**src/rtl/mram_serial_burst_ctrl.sv**
```systemverilog
// rtl/mram_serial_burst_ctrl.sv - serial-fed burst read/write controller for an async MRAM.
module mram_serial_burst_ctrl #(
  parameter int DATA_W = 16,
  parameter int ADDR_W = 20,
  parameter int T_WR   = 3,
  parameter int T_RD   = 2
) (
  input  logic              clk,
  input  logic              rst,
  input  logic              start,
  input  logic              read_write_sel,
  input  logic [3:0]        burst_len,
  input  logic              addr_in,
  input  logic              data_in,
  input  logic [DATA_W-1:0] parallel_data_in,
  output logic [ADDR_W-1:0] addr_out,
  output logic [DATA_W-1:0] data_out,
  output logic              ser_data_out,
  output logic              ser_valid,
  output logic              chip_en,
  output logic              write_en,
  output logic              out_en,
  output logic              lower_byte_en,
  output logic              upper_byte_en,
  output logic              busy,
  output logic              done
);

  typedef enum logic [2:0] {
    IDLE,
    SH_ADDR,
    SH_DATA,
    WR_PULSE,
    RD_WAIT,
    SH_OUT,
    NEXT,
    FINISH
  } state_t;

  // One shared phase counter sized for the longest phase of any state.
  localparam int LEN_AD  = (ADDR_W > DATA_W) ? ADDR_W : DATA_W;
  localparam int LEN_T   = (T_WR > T_RD) ? T_WR : T_RD;
  localparam int LEN_MAX = (LEN_AD > LEN_T) ? LEN_AD : LEN_T;
  localparam int CNT_W   = $clog2(LEN_MAX + 1);

  localparam logic [CNT_W-1:0]  ADDR_LAST = CNT_W'(ADDR_W - 1);
  localparam logic [CNT_W-1:0]  DATA_LAST = CNT_W'(DATA_W - 1);
  localparam logic [CNT_W-1:0]  WR_LAST   = CNT_W'(T_WR - 1);
  localparam logic [CNT_W-1:0]  RD_LAST   = CNT_W'(T_RD - 1);
  localparam logic [CNT_W-1:0]  CNT_ONE   = CNT_W'(1);
  localparam logic [ADDR_W-1:0] ADDR_ONE  = ADDR_W'(1);

  state_t            state;
  state_t            state_next;
  logic [CNT_W-1:0]  cnt;
  logic [3:0]        words_left;
  logic              mode_wr;
  logic [DATA_W-1:0] rd_shift;
  logic              lower_en_n;

  always_ff @(posedge clk) begin
    if (rst) begin
      state      <= IDLE;
      cnt        <= '0;
      words_left <= '0;
      mode_wr    <= 1'b0;
      addr_out   <= '0;
      data_out   <= '0;
      rd_shift   <= '0;
    end else begin
      state <= state_next;
      if ((state_next != state) || (state == IDLE)) begin
        cnt <= '0;
      end else begin
        cnt <= cnt + CNT_ONE;
      end

      case (state)
        IDLE: begin
          if (start) begin
            mode_wr    <= read_write_sel;
            words_left <= burst_len;
          end
        end
        SH_ADDR:  addr_out <= {addr_in, addr_out[ADDR_W-1:1]};
        SH_DATA:  data_out <= {data_in, data_out[DATA_W-1:1]};
        RD_WAIT: begin
          if (cnt == RD_LAST) begin
            rd_shift <= parallel_data_in;
          end
        end
        SH_OUT:   rd_shift <= rd_shift >> 1;
        NEXT: begin
          // Address wraps naturally at the bus width.
          if (words_left != 4'd0) begin
            words_left <= words_left - 4'd1;
            addr_out   <= addr_out + ADDR_ONE;
          end
        end
        default: ;
      endcase
    end
  end

  always_comb begin
    state_next   = state;
    chip_en      = 1'b1;
    write_en     = 1'b1;
    out_en       = 1'b1;
    lower_en_n   = 1'b1;
    ser_valid    = 1'b0;
    ser_data_out = 1'b0;
    done         = 1'b0;

    case (state)
      IDLE: begin
        if (start) state_next = SH_ADDR;
      end
      SH_ADDR: begin
        if (cnt == ADDR_LAST) state_next = mode_wr ? SH_DATA : RD_WAIT;
      end
      SH_DATA: begin
        if (cnt == DATA_LAST) state_next = WR_PULSE;
      end
      WR_PULSE: begin
        chip_en    = 1'b0;
        write_en   = 1'b0;
        lower_en_n = 1'b0;
        if (cnt == WR_LAST) state_next = NEXT;
      end
      RD_WAIT: begin
        chip_en    = 1'b0;
        out_en     = 1'b0;
        lower_en_n = 1'b0;
        if (cnt == RD_LAST) state_next = SH_OUT;
      end
      SH_OUT: begin
        ser_valid    = 1'b1;
        ser_data_out = rd_shift[0];
        if (cnt == DATA_LAST) state_next = NEXT;
      end
      NEXT: begin
        if (words_left != 4'd0) begin
          state_next = mode_wr ? SH_DATA : RD_WAIT;
        end else begin
          state_next = FINISH;
        end
      end
      FINISH: begin
        done       = 1'b1;
        state_next = IDLE;
      end
      default: state_next = IDLE;
    endcase
  end

  // A byte-wide part has no upper lane, so its enable is held off.
  assign lower_byte_en = lower_en_n;
  assign upper_byte_en = (DATA_W == 8) ? 1'b1 : lower_en_n;
  assign busy          = (state != IDLE);

endmodule

```
**config.mk**
```make
export PLATFORM = sky130hd
export DESIGN_NAME = mram_serial_burst_ctrl
export DESIGN_NICKNAME = d
export VERILOG_FILES = /design/src/rtl/mram_serial_burst_ctrl.sv
export SDC_FILE = /design/constraint.sdc
export NUM_CORES = 1
export LEC_CHECK = 0
export BUFFER_PORTS_ARGS = -buffer_cell sky130_fd_sc_hd__buf_4
export CORE_MARGIN = 3
export CORE_UTILIZATION = 49
export DETAILED_ROUTE_END_ITERATION = 16
export PLACE_DENSITY = 0.88
export SETUP_SLACK_MARGIN = 0.05
export SLEW_MARGIN = 0
export SYNTH_ARGS = -nofsm -noshare
export SYNTH_HDL_FRONTEND = slang
export SYNTH_SLANG_ARGS = --single-unit
```
**constraint.sdc**
```tcl
create_clock -name clk -period 2.06 [get_ports clk]
set_clock_uncertainty 0.15 [all_clocks]
set_input_delay 0.206 -clock clk [delete_from_list [all_inputs] [get_ports clk]]
set_output_delay 0.206 -clock clk [all_outputs]
set_load 0.05 [all_outputs]
```
After elaboration in Yosys (flattened, before gate mapping)
Index checks and enable logic that the tools add are counted.

$add $sub $neg: 3. Mux-type cells: 22. Reduce and logical (&&, ||, !) cells: 13. Equality and inequality tests: 15.

Operators by type and width (number): $pmux W20 S2 (1); $pmux W16 S2 (1); $mux W3 (8); $pmux W3 S8 (1); $add A20 B1 Y20 const B (1); $mux W20 (1); $mux W16 (1); $eq A3 B3 Y1 const B (4); $mux W4 (2); $pmux W4 S2 (1); $eq A3 B2 Y1 const B (2); $mux W1 (6); $ne A2 B2 Y1 const B (3); $reduce_and A2 Y1 (3); $reduce_bool A2 Y1 (3); $add A5 B1 Y5 const B (1); $eq A5 B1 Y1 const B (1); $eq A5 B2 Y1 const B (1); $eq A5 B4 Y1 const B (1); $eq A5 B5 Y1 const B (1); $reduce_bool A4 Y1 (1); $reduce_or A2 Y1 (2); $sub A4 B1 Y4 const B (1); $eq A3 B1 Y1 const B (1); other kinds (5) (5).

Input bits: 26. Logic and storage cells: 60. Output and inout port bits: 45. Register bits: 65.

Logic depth before layout (Yosys ltp)
Word-level depth: 6. Depth in mapped cells: 9. Gate-level depth less buffers: 8.

Worst setup path after synthesis
Ideal clock, no wire load.

Path kind: register -> register. Start point: register addr_out[1]. End point: register addr_out[16]. Cell stages (with the launch flop): 6. Arrival time: 1.975 ns. Slack: -0.184 ns. Data required time: 1.791 ns. Buffers on the path: 0. Clock period less this slack: 2.244 ns. Library setup time: 0.119 ns. Path through: dfxtp_1 -> ha_1 -> nand2_1 -> nor4_1 -> a31oi_1 -> o221a_2.

Longest elaborated chain between the ends: 3.

Ends and longest elaborated chain: from (decl) (line 16) `output logic [ADDR_W-1:0] addr_out,`; from (signal assigned) (line 85) `SH_ADDR: addr_out <= {addr_in, addr_out[ADDR_W-1:1]};`; from (signal assigned) (line 97) `addr_out <= addr_out + ADDR_ONE;`; $add A20 B1 Y20 (line 97); $mux W20 (line 95) `if (words_left != 4'd0) begin`; $pmux W20 S2 (line 78) `case (state)`.

Every way passes these cells. The select of a mux whose other input is x is not followed. A chain may end at the register's enable or synchronous reset.

Final worst setup path
Start point: register cnt[1]. End point: register cnt[4].

Longest elaborated chain between the ends: 6. Elaborated cells between the ends (all ways): 14. Those cells by class: add/sub: 1; eq/ne: 5; mux: 6; reduce/logical: 2.

Ends and longest elaborated chain: from (decl) (line 55) `logic [CNT_W-1:0] cnt;`; from (signal assigned) (line 75) `cnt <= cnt + CNT_ONE;`; $eq A5 B4 Y1, or another cell as far along (line 123, 140); $mux W3, on equally long branches; $pmux W3 S8 (line 115) `case (state)`; $ne A3 B3 Y1 (line 72) `if ((state_next != state) || (state == IDLE)) begin`; $logic_or A1 B1 Y1 (line 72); $reduce_or A2 Y1 (no line).

Several ways; a longest one is shown, not always the timed one.

==> summary.md <==
| Metric | Value |
|---|---|
| Failing checks | `setup timing` |
| Net switching power | `0.780 mW` |
| Num CTS Buffers | `9` |
| Wire per inst | `14.9 um` |
| WS Path Type | `reg -> reg` |
| FP Rows | `29` |
| Worst Path Arrival | `2.16 ns` |
| CTS tree | `built` |
| Hold Path Depth | `3` |
| Post-Place Setup Slack | `-0.0776 ns` |
| CP Capture Type | `flop` |
| YS warnings | `0` |
| Cell mode on critical path | `ha_4` |
| F_max | `around 480 MHz` |
| Vias per Instance | `between 5 and 6` |
| GP Congestion | `0.884` |
| GRT Residual Overflow | `0` |
| Clk slew on worst S/H paths | `0.07 ns` |
| Post-synth top cells | `65 x dfxtp_1, 58 x nand2_1, 45 x nor2_1` |
| Comb pwr share | `between 10% and 20%` |
| Clock insertion delay at the later pin of the skew report | `0.34 ns` |
| Sequential power share | `43.1%` |
| # IOs | `71` |
| Relative max-transition margin | `roughly 66%` |
| Clock network fraction of total power | `44.3%` |
| Finished Core Util | `70.0%` |
| Post-synthesis cell count | `424` |
| Status | `finished, violations left` |
| Core region area | `approximately 0.0065 mm2` |
| Antenna viol nets, final | `0` |
| Switch share | `25.0%` |
| Area of the multi-input gates | `0.00201 mm2` |
| Slew @ Worst Pin | `0.513 ns` |
| Hold WC Path Type | `in -> reg` |
| Root Buffer | `clkbuf_8` |
| Antenna violations before repair | `0` |
| Layout cells sized above 1 | `33.3%` |
| Async SR Flop Fraction | `0%` |
| Diode count | `0` |
| Mapped Avg Cell Area | `8.05 um2` |
| Internal | `2.34 mW` |
| Register bit total from synthesis | `65` |
| Pin count of the biggest net entering global routing | `31` |
| Largest fanout on the critical path | `5` |
| Area growth syn-to-layout | `34.0%` |
| Synth top area cells | `dfxtp_1 38%, nand2_1 6.4%, a21oi_1 6.0%, mux2i_1 5.0%, nor2_1 5.0%` |
| Leakage power | `roughly 1.9 nW` |
| Total Die Area | `~0.008 mm2` |
| DP HPWL | `5820 um` |
| FF/Latch Area | `0.00133 mm2` |
| Final worst slack | `-0.0275 ns` |
| Num Clock Sinks | `65` |
| Power per cell area | `682 mW/mm2` |
| Worst path buffer plus inverter count | `0` |
| Kind of start point of the critical path | `flop` |
| Critical Path Max Stage Delay | `0.34 ns` |
| Iteration count of the initial detailed-routing pass | `6` |
| Most common cell in the netlist | `dfxtp_1` |
| All-Layer GR Usage | `21.5%` |
| RSZ-0062 raised after global routing | `yes` |
| Post-synth EDFFs | `0` |
| Main synth FF type | `dfxtp_1` |
| Final WL | `between 8000 and 9000 um` |
| Worst vdd ir | `327 uV` |
| IO buf count | `70` |
| Starting Density | `52.2%` |
| Critical Path RT | `2.13 ns` |
| Slew Limit Fails | `0` |
| DRC violations left | `0` |
| Reg2Reg Depth | `8` |
| Die height | `about 89 um` |
| CP top delay family | `compound AO/OA/AOI/OAI gates` |
| Post-synth top area share | `38.1%` |
| CP cell instances | `ha_4 > and3_4 > ha_4 > nand2b_4 > a221o_1 > o2111a_2 > o32ai_4 > nor2_1` |
| Nets | `541` |
| Max Root-Sink Buffers | `2` |
| DR iter-0 viols | `between 200 and 300` |
| First-pass GRT wire length | `roughly 14000 um` |
| Mapped Area | `0.00341 mm2` |
| Max stage delay cell, worst path | `dfxtp_2` |
| Vias in the first global route | `3151` |
| Critical path depth in cells | `8` |
| Synth unique cells | `64` |
| Syn Nets | `approximately 460` |
| Sequential area share after synthesis | `38.1%` |
| Final Hold Viols | `0` |
| Synth area leader | `dfxtp_1` |
| Final setup viols | `5` |
| MaxCap Viol Count | `0` |
| Fill cells | `491` |
| H-tree levels | `3` |
| Die width | `between 80 and 90 um` |
| Final period util | `101%` |
| DR vias | `3475` |
| Min cycle time layout | `2.09 ns` |
==> flip-flops by register name, indices dropped and copies added (netlist names) <==
name and count:
words_left 4, mode_wr 1, addr_out 20, data_out 16, cnt 5, state 3
rd_shift 16
==> stage by stage <==
| step | area [um2] | std cells | hold WS, ns | setup TNS (ns) | power [mW] |
|---|---|---|---|---|---|
| after global placement | 4150 | 565 | 0.289 | -0.00155 | 1.72 |
| after global routing | 4570 | 591 | 0.0310 | -0.436 | 3.24 |
| after detailed placement | 4150 | 565 | 0.297 | -0.315 | 1.73 |
| after floorplan | 3460 | 424 | 0.192 | -0.181 | 1.59 |
| final | 4570 | 591 | 0.0425 | -0.0778 | 3.12 |
| after CTS | 4480 | 584 | 0.0301 | -0.327 | 3.12 |
==> worst min-delay path, stage by stage <==
cell	delay (ns)
buf_4	0.13
nor2_1	0.10
nor3_1	0.06
==> power groups by stage <==
stage | Clock (mW) | Combinational, mW | Sequential, mW
after global routing | 1.47 | 0.421 | 1.35
after global placement | 0 | 0.353 | 1.36
after detailed placement | 0 | 0.360 | 1.37
after floorplan | 0 | 0.158 | 1.43
final | 1.38 | 0.393 | 1.34
after CTS | 1.41 | 0.368 | 1.34
==> final cells by class <==
class	count	share of cell area (%)
Multi-Input combinational cell	316	43.9
Sequential cell	65	29.0
Timing Repair Buffer	106	18.3
Clock buffer	10	3.26
Clock inverter	6	2.46
Tap cell	77	2.11
Inverter	11	0.985
==> cells by family after synthesis <==
| logic type | synth area share (%) |
|---|---|
| simple gates | 25.8 |
| compound gates | 22.6 |
| flops | 38.1 |
| buf+inv | 5.54 |
| mux | 4.99 |
| fa+ha+maj | 2.20 |
| xor+xnor | 0.770 |
==> worst paths after layout <==
path | from | endpoint | slack (ns)
worst min-delay path | start | state[0] | 0.04
worst max-delay path | cnt[1] | cnt[4] | -0.03
worst min register to register | data_out[8] | data_out[7] | 0.32
worst max register to register | cnt[1] | cnt[4] | -0.03
==> routing by layer <==
layer,GRT usage (%),up-vias,wire [um]
li1,-,1698,-
met4,10.3,0,178
met5,0,-,0
met1,26.2,1618,3770
met3,3.96,23,537
met2,36.4,136,4310
==> placed cells by master, fill, tap and decap left out, types with 3 or more instances in the layout <==
cell type / n
a211oi_1: 21
a21oi_1: 40
a311oi_1: 3
a31oi_1: 6
and3_1: 5
buf_4: 99
bufinv_16: 3
clkbuf_8: 9
dfxtp_1: 46
dfxtp_2: 18
dlygate4sd3_1: 3
ha_1: 3
ha_4: 3
inv_1: 8
mux2i_1: 17
nand2_1: 58
nand2b_1: 3
nand3_1: 12
nand3b_1: 3
nor2_1: 45
nor2b_1: 3
nor3_1: 12
nor3b_1: 3
o21ai_0: 20
o22ai_1: 4
==> what timing repair did <==
action | 4_1_cts | 5_1_grt
hold buffers | 3 | 0
setup buffers | 0 | 7
endpoints found under the setup margin | 9 | 30
resized for setup | 7 | 15
hold endpoints to repair | 3 | 0
pin swaps | 6 | 6
No activity file was read; power rests on OpenSTA's default activity.
